## src/rtl/uart_rx_fifo.sv

```systemverilog
// 8N1 UART receiver with a first-word-fall-through receive FIFO.
// Oversamples the synchronized rx line, recovers bytes LSB-first and buffers them for MMIO reads.
module uart_rx_fifo #(
  parameter int unsigned DELAY_FRAMES = 78,
  parameter int unsigned FIFO_DEPTH   = 16
) (
  input  logic                          clk,
  input  logic                          rst_n,
  input  logic                          uart_rx,
  input  logic                          rd_en,
  output logic [7:0]                    rd_data,
  output logic                          rd_valid,
  output logic [$clog2(FIFO_DEPTH):0]   count,
  output logic                          overflow,
  output logic                          frame_err,
  input  logic                          clr_err
);

  localparam int unsigned CNT_W     = $clog2(DELAY_FRAMES);
  localparam int unsigned PTR_W     = $clog2(FIFO_DEPTH);
  localparam int unsigned CNT_OUT_W = PTR_W + 1;
  localparam logic [CNT_W-1:0]     HALF_M1 = CNT_W'(DELAY_FRAMES / 2 - 1);
  localparam logic [CNT_W-1:0]     FULL_M1 = CNT_W'(DELAY_FRAMES - 1);
  localparam logic [CNT_OUT_W-1:0] DEPTH_C = CNT_OUT_W'(FIFO_DEPTH);

  typedef enum logic [2:0] {
    S_IDLE,
    S_START,
    S_DATA,
    S_STOP,
    S_BREAK
  } state_t;

  state_t               r_state;
  state_t               w_state_nxt;
  logic                 r_sync1;
  logic                 r_sync2;
  logic                 w_rxs;
  logic [CNT_W-1:0]     r_cnt;
  logic [CNT_W-1:0]     w_cnt_nxt;
  logic [2:0]           r_bitn;
  logic [2:0]           w_bitn_nxt;
  logic [7:0]           r_shift;
  logic [7:0]           w_shift_nxt;
  logic                 w_push;
  logic                 w_frame_set;

  logic [7:0]           r_mem [FIFO_DEPTH];
  logic [PTR_W-1:0]     r_wr_ptr;
  logic [PTR_W-1:0]     r_rd_ptr;
  logic [CNT_OUT_W-1:0] r_count;
  logic                 r_overflow;
  logic                 r_frame_err;
  logic                 w_full;
  logic                 w_pop;
  logic                 w_wr;
  logic                 w_ovf_set;

  // Two-flop synchronizer; idles high so reset never looks like a start bit.
  always_ff @(posedge clk) begin
    if (!rst_n) begin
      r_sync1 <= 1'b1;
      r_sync2 <= 1'b1;
    end else begin
      r_sync1 <= uart_rx;
      r_sync2 <= r_sync1;
    end
  end

  assign w_rxs = r_sync2;

  // Receiver state and datapath registers.
  always_ff @(posedge clk) begin
    if (!rst_n) begin
      r_state <= S_IDLE;
      r_cnt   <= '0;
      r_bitn  <= '0;
      r_shift <= '0;
    end else begin
      r_state <= w_state_nxt;
      r_cnt   <= w_cnt_nxt;
      r_bitn  <= w_bitn_nxt;
      r_shift <= w_shift_nxt;
    end
  end

  // Next-state: start bit checked at half period, data and stop at full periods.
  always_comb begin
    w_state_nxt = r_state;
    w_cnt_nxt   = r_cnt + CNT_W'(1);
    w_bitn_nxt  = r_bitn;
    w_shift_nxt = r_shift;
    w_push      = 1'b0;
    w_frame_set = 1'b0;
    case (r_state)
      S_IDLE: begin
        w_cnt_nxt = '0;
        if (!w_rxs) begin
          w_state_nxt = S_START;
        end
      end
      S_START: begin
        if (r_cnt == HALF_M1) begin
          w_cnt_nxt   = '0;
          w_bitn_nxt  = '0;
          w_state_nxt = w_rxs ? S_IDLE : S_DATA;
        end
      end
      S_DATA: begin
        if (r_cnt == FULL_M1) begin
          w_cnt_nxt           = '0;
          w_shift_nxt[r_bitn] = w_rxs;
          if (r_bitn == 3'd7) begin
            w_state_nxt = S_STOP;
          end else begin
            w_bitn_nxt = r_bitn + 3'd1;
          end
        end
      end
      S_STOP: begin
        if (r_cnt == FULL_M1) begin
          w_cnt_nxt = '0;
          if (w_rxs) begin
            w_push      = 1'b1;
            w_state_nxt = S_IDLE;
          end else begin
            w_frame_set = 1'b1;
            w_state_nxt = S_BREAK;
          end
        end
      end
      S_BREAK: begin
        w_cnt_nxt = '0;
        if (w_rxs) begin
          w_state_nxt = S_IDLE;
        end
      end
      default: begin
        w_cnt_nxt   = '0;
        w_state_nxt = S_IDLE;
      end
    endcase
  end

  // A simultaneous pop frees the slot, so a push into a full FIFO is accepted then.
  assign w_full    = (r_count == DEPTH_C);
  assign w_pop     = rd_en && (r_count != '0);
  assign w_wr      = w_push && (!w_full || w_pop);
  assign w_ovf_set = w_push && w_full && !w_pop;

  always_ff @(posedge clk) begin
    if (w_wr) begin
      r_mem[r_wr_ptr] <= r_shift;
    end
  end

  always_ff @(posedge clk) begin
    if (!rst_n) begin
      r_wr_ptr <= '0;
      r_rd_ptr <= '0;
      r_count  <= '0;
    end else begin
      if (w_wr) begin
        r_wr_ptr <= r_wr_ptr + PTR_W'(1);
      end
      if (w_pop) begin
        r_rd_ptr <= r_rd_ptr + PTR_W'(1);
      end
      case ({w_wr, w_pop})
        2'b10:   r_count <= r_count + CNT_OUT_W'(1);
        2'b01:   r_count <= r_count - CNT_OUT_W'(1);
        default: r_count <= r_count;
      endcase
    end
  end

  // Sticky flags: a set event in the same cycle as clr_err wins.
  always_ff @(posedge clk) begin
    if (!rst_n) begin
      r_overflow  <= 1'b0;
      r_frame_err <= 1'b0;
    end else begin
      if (w_ovf_set) begin
        r_overflow <= 1'b1;
      end else if (clr_err) begin
        r_overflow <= 1'b0;
      end
      if (w_frame_set) begin
        r_frame_err <= 1'b1;
      end else if (clr_err) begin
        r_frame_err <= 1'b0;
      end
    end
  end

  assign rd_valid  = (r_count != '0);
  assign rd_data   = rd_valid ? r_mem[r_rd_ptr] : 8'h00;
  assign count     = r_count;
  assign overflow  = r_overflow;
  assign frame_err = r_frame_err;

endmodule

```

## config.mk

```make
export PLATFORM = sky130hd
export DESIGN_NAME = uart_rx_fifo
export DESIGN_NICKNAME = d
export VERILOG_FILES = /design/src/rtl/uart_rx_fifo.sv
export SDC_FILE = /design/constraint.sdc
export NUM_CORES = 1
export LEC_CHECK = 0
export CAP_MARGIN = 25
export CORE_UTILIZATION = 35
export DETAILED_ROUTE_END_ITERATION = 10
export GPL_TIMING_DRIVEN = 0
export HOLD_SLACK_MARGIN = 0.03
export SYNTH_ARGS = -nofsm -noshare
export SYNTH_HDL_FRONTEND = slang
export SYNTH_SLANG_ARGS = --single-unit
export TNS_END_PERCENT = 5
```

## constraint.sdc

```tcl
create_clock -name clk -period 6.5 [get_ports clk]
set_input_delay 0.65 -clock clk [delete_from_list [all_inputs] [get_ports clk]]
set_output_delay 0.65 -clock clk [all_outputs]
set_load 0.05 [all_outputs]
```

[After elaboration in Yosys (flattened, before gate mapping)]
Memories as Yosys holds them, arrays and structs flattened. A register that Yosys moved wholly into a read port is not among the register bits.
Cells that the tools add are included.
Operators by class
  $lt $le $gt $ge: 2
  eq/ne operators: 17
  reductions and logical operators: 18
  muxes and demuxes: 34
  $add $sub $neg: 6
Operators with widths (count)
  $mux 3: 10
  $pmux 3 s5: 1
  $mux 7: 2
  $ne 2x2->1 const B: 7
  $pmux 7 s2: 1
  $mux 1: 12
  $pmux 5 s2: 1
  $add 4x1->4 const B: 2
  $bwmux 8: 1
  $mux 4: 2
  $mux 8: 1
  $reduce_bool 2->1: 4
  $add 7x1->7 const B: 1
  $eq 7x6->1 const B: 1
  $eq 7x7->1 const B: 1
  $eq 3x2->1 const B: 2
  $eq 3x3->1 const B: 2
  $pmux 3 s2: 1
  $reduce_and 6->1: 1
  $add 5x1->5 const B: 1
  $eq 5x5->1 const B: 1
  $logic_and 1x1->1: 5
  $reduce_bool 5->1: 1
  $sub 5x1->5 const B: 1
  14 further kinds: 15
Word-level totals
  logic and storage cells: 89
  output and inout bits: 16
  bits in registers: 38
  memories: 1
  RAM bits: 128
Memories
  r_mem: words 16, width 8, read ports 1, clocked after memory_dff 1, write ports 1, RTL line 48  | logic [7:0] r_mem [FIFO_DEPTH];

[Depth between registers and ports, before layout]
Gate-level depths: netlist (run 1).
  depth in word-level cells: 6
  depth in mapped cells: 13
  mapped depth without buffers: 13

[Least setup slack after synthesis (run 1)]
OpenSTA, ideal clock, no wires.
  kind: reg-to-reg
  start point: register r_count[0], in the netlist count[0]
  end point: memory r_mem[3][0] (enable)
  buffers on the path: 2
  library setup time: 383 ps
  stages on the path, launching flop included: 7
  data required time: 6117 ps
  arrival: 2293 ps
  setup slack: 3824 ps
  cells stage by stage: dfxtp_1 or4_1 buf_6 nor3_4 or4b_1 buf_2 nor3_1
On the way
  longest elaborated chain between the ends: 6
Ends and longest elaborated chain
  start, declared: RTL line 51  | logic [CNT_OUT_W-1:0] r_count;
  start signal, assigned: RTL line 170  | 2'b10: r_count <= r_count + CNT_OUT_W'(1);
  start signal, assigned: RTL line 171  | 2'b01: r_count <= r_count - CNT_OUT_W'(1);
  start signal, assigned: RTL line 172  | default: r_count <= r_count;
  $eq 5x5->1 / $reduce_bool 5->1 (equally long branches): RTL line 146, 147
  $logic_not 1->1 / $logic_and 1x1->1 (equally long branches): RTL line 148, 147
  $logic_or 1x1->1 (*): RTL line 148  | assign w_wr = w_push && (!w_full || w_pop);
  $logic_and 1x1->1 (*): RTL line 148
  $mux 1 (*): RTL line 152  | if (w_wr) begin
  $mux 1 (not written as such) (*): RTL line 153  | r_mem[r_wr_ptr] <= r_shift;
  end, declared: RTL line 48
Every way passes the cells marked *; elsewhere a longest branch is shown, timed or not.

==> reports/results.ini, run 1 <==
[run_status]
status=complete, no violations

[clock_tree]
cts_max_level=4
cts.clk_slew.worst_paths_ns=0.07
numCtsBuffers=17
cts_tree=done
cts_buffer_depth=2
cts_root_buf=clkbuf_16
hold_buffers=0
clock_latency_ns=0.43
postCtsResizedCells=0
cts.sinks=170
postCtsSetupBuffers=0

[cells_and_area]
n_antenna_cell=0
area_growth_pct=16.1
fin_nets=500
mostFrequentLayoutCell=edfxtp_1
final_cells=759
final_layout_size_suffix_gt1_frac=0.194
nFillCells=1808
layout_common_cells=edfxtp_1, dfxtp_1, mux4_2

[timing]
hold_violations=0
clock.fmax_ghz=0.255
fin_setup_tns_ns=0
post-route-period-util=0.604
fin_crit_ns=3.92
setup_viol=0
clock_skew_ns=0.0183
rsz0062_at_grt=no
finalMaxSlewViolations=0
slew_headroom=0.382
tightest_slew_ns=0.923

[synth]
syn_avg_cell_area_um2=16.1
ys_seq_area_frac=0.663
async_flop_share=0
synth_warnings=0
synth_edf_count=128
syn_inst=438
yosysUniqueCellTypes=49
syn-num-nets=457
syn_area_um2=7070
synth_ff_type=edfxtp_1
yosys_register_bits=170

[placement]
dp_hpwl_um=9220
io_buffers=20
dp_cells=727
gp_congestion=0.736

[floorplanning]
start_util=0.360
fp.dieW_um=144
die_area_um2=20800
row_count=51
die_y_um=144
core_area_um2=19700
io_pins=21

[route]
first_pass_iters=4
drcViolationCount=0
via_per_inst=4.91
drtIter0Drc=241
via_count=3725
wl_per_cell_um=17.9
postRouteAntennaNets=0
wl_um=13600

[critical_path]
crit_path_end_kind=output pin
cp_max_fo=10
path_cells=buf_2 -> buf_2 -> mux4_2 -> mux4_2 -> nor2b_1 -> clkdlybuf4s50_1
crit_family=buffers and inverters
crit_type=register to output pin
cp_data_arrival_time_ns=3.27
cp_num_buf_inv=3
max_stage_delay_ns=0.73
r2r_start=r_cnt[0]
required_ns=5.85
cp-start-kind=register
cp_slowest_cell=clkdlybuf4s50_1

[power]
worst_ir_drop_vdd_v=0.000230
leakage_nw=2.63
power.density_nw_per_um2=335

[global_routing]
grt_pass1_wl_um=21700
overflow=0
grt_max_degree=18
grt_pass1_vias=3897
grtUsageTotal=0.146
antenna_found_initial=0

[min_path]
hp-class=register to register
hold_start=r_sync1

[job]
drv_cap=0

## cell families (layout without fill, tap and decap cells)
group | Yosys count | count (layout) | share of synthesized area
flops | 170 | 170 | 0.663
xor+xnor | 13 | 13 | 0.0161
compound gates | 29 | 29 | 0.0301
simple gates | 126 | 126 | 0.0984
fa+ha+maj | 14 | 14 | 0.0259
mux | 52 | 52 | 0.146
buf+inv | 34 | 90 | 0.0204
## synthesized netlist by cell type, types with 2 or more instances
master    count  area share
mux2i_1      11       0.016
nand2_1      20       0.011
buf_2         5      0.0035
o21ai_0       5      0.0035
xnor2_1      10       0.012
and2_1       10      0.0089
clkbuf_2      2      0.0014
nor2_1       29       0.015
nand3b_1      3      0.0032
inv_1        13      0.0069
clkbuf_1     11      0.0058
nand2b_1     11      0.0097
dfxtp_1      42        0.12
nor3_1        6      0.0042
nor2b_1      19       0.017
mux4_2       40        0.13
a21oi_1       6      0.0042
nand3_1      10      0.0071
a21boi_0      9      0.0096
ha_1         13       0.023
edfxtp_1    128        0.54
buf_1         2      0.0011
nand4_1       3      0.0027
xor2_1        3      0.0037
nor3b_1       3      0.0032
## stage by stage
stage	hold slack [ns]	cell area [µm²]	power, mW	util	worst slack [ns]
final	0.409	8210	2.75	0.418	2.58
after global routing	0.436	8210	2.86	0.418	2.42
after CTS	0.410	8210	2.78	0.418	2.52
after detailed placement	0.393	7630	1.80	0.388	3.00
after global placement	0.393	7600	1.80	0.387	3.00
after floorplan	0.386	7070	1.64	-	3.82
## final cells by class
cell class	instances	area [µm²]	area share
plain buffers	21	95.1	0.0116
clock buffers	17	425	0.0518
multi-input cells	234	2240	0.273
repair buffers	24	228	0.0277
inverters	13	48.8	0.00595
well taps	265	332	0.0404
flip-flops and latches	170	4680	0.571
clock inverters	15	155	0.0189
## flip-flops by register name, summed over array words and instances (netlist names), named ones only
| register | cells |
|---|---|
| count | 5 |
| frame_err | 1 |
| overflow | 1 |
| r_bitn | 3 |
| r_cnt | 7 |
| r_mem | 128 |
| r_rd_ptr | 4 |
| r_shift | 8 |
| r_state | 3 |
| r_sync1 | 1 |
| r_sync2 | 1 |
| r_wr_ptr | 4 |
## power breakdown
part           switching, mW  leakage [nW]  total, mW  internal (mW)
clock network          0.436         0.274      0.977          0.541
logic                  0.336         0.831      0.590          0.254
registers             0.0163          1.52       1.18           1.16
## routing by layer
layer,global-route usage,share of wire,up-vias
met2,0.247,0.51,72
met4,0.0482,0.0098,0
li1,-,-,1742
met3,0.0358,0.036,13
met1,0.184,0.45,1898
met5,0,0,-
## worst register-to-register path, cell delays in order, from the launching register on
cell	delay, ns
dfxtp_1	0.39
ha_1	0.19
and3_2	0.22
nand2_2	0.11
or4b_1	0.55
buf_2	0.18
nor3_1	0.63
buf_4	0.27
## final timing paths
kind                       to  slack, ns  cells past startpoint
setup reg to reg  r_mem[3][0]       3.67                      7
hold reg to reg       r_sync2       0.41                      1
setup / recovery   rd_data[2]       2.58                      6
hold / removal        r_sync2       0.41                      1
(Power assumes the default switching activity.)
==> run 2: changes to the inputs <==
==> constraint.sdc (replaced) <==
create_clock -name clk -period 3.87 [get_ports clk]
set_input_delay 0.387 -clock clk [delete_from_list [all_inputs] [get_ports clk]]
set_output_delay 0.387 -clock clk [all_outputs]
set_load 0.05 [all_outputs]
==> results of run 2 <==
The final DEF is identical to that of run 1. Status: complete, no violations.
Among the figures that moved: setup slack after placement 3.00 ns -> 0.635 ns; setup slack after layout 2.58 ns -> 0.210 ns; register-to-register setup slack 3.67 ns -> 1.04 ns; total power 2.75 mW -> 4.62 mW; worst IR drop on VDD 0.000230 V -> 0.000386 V
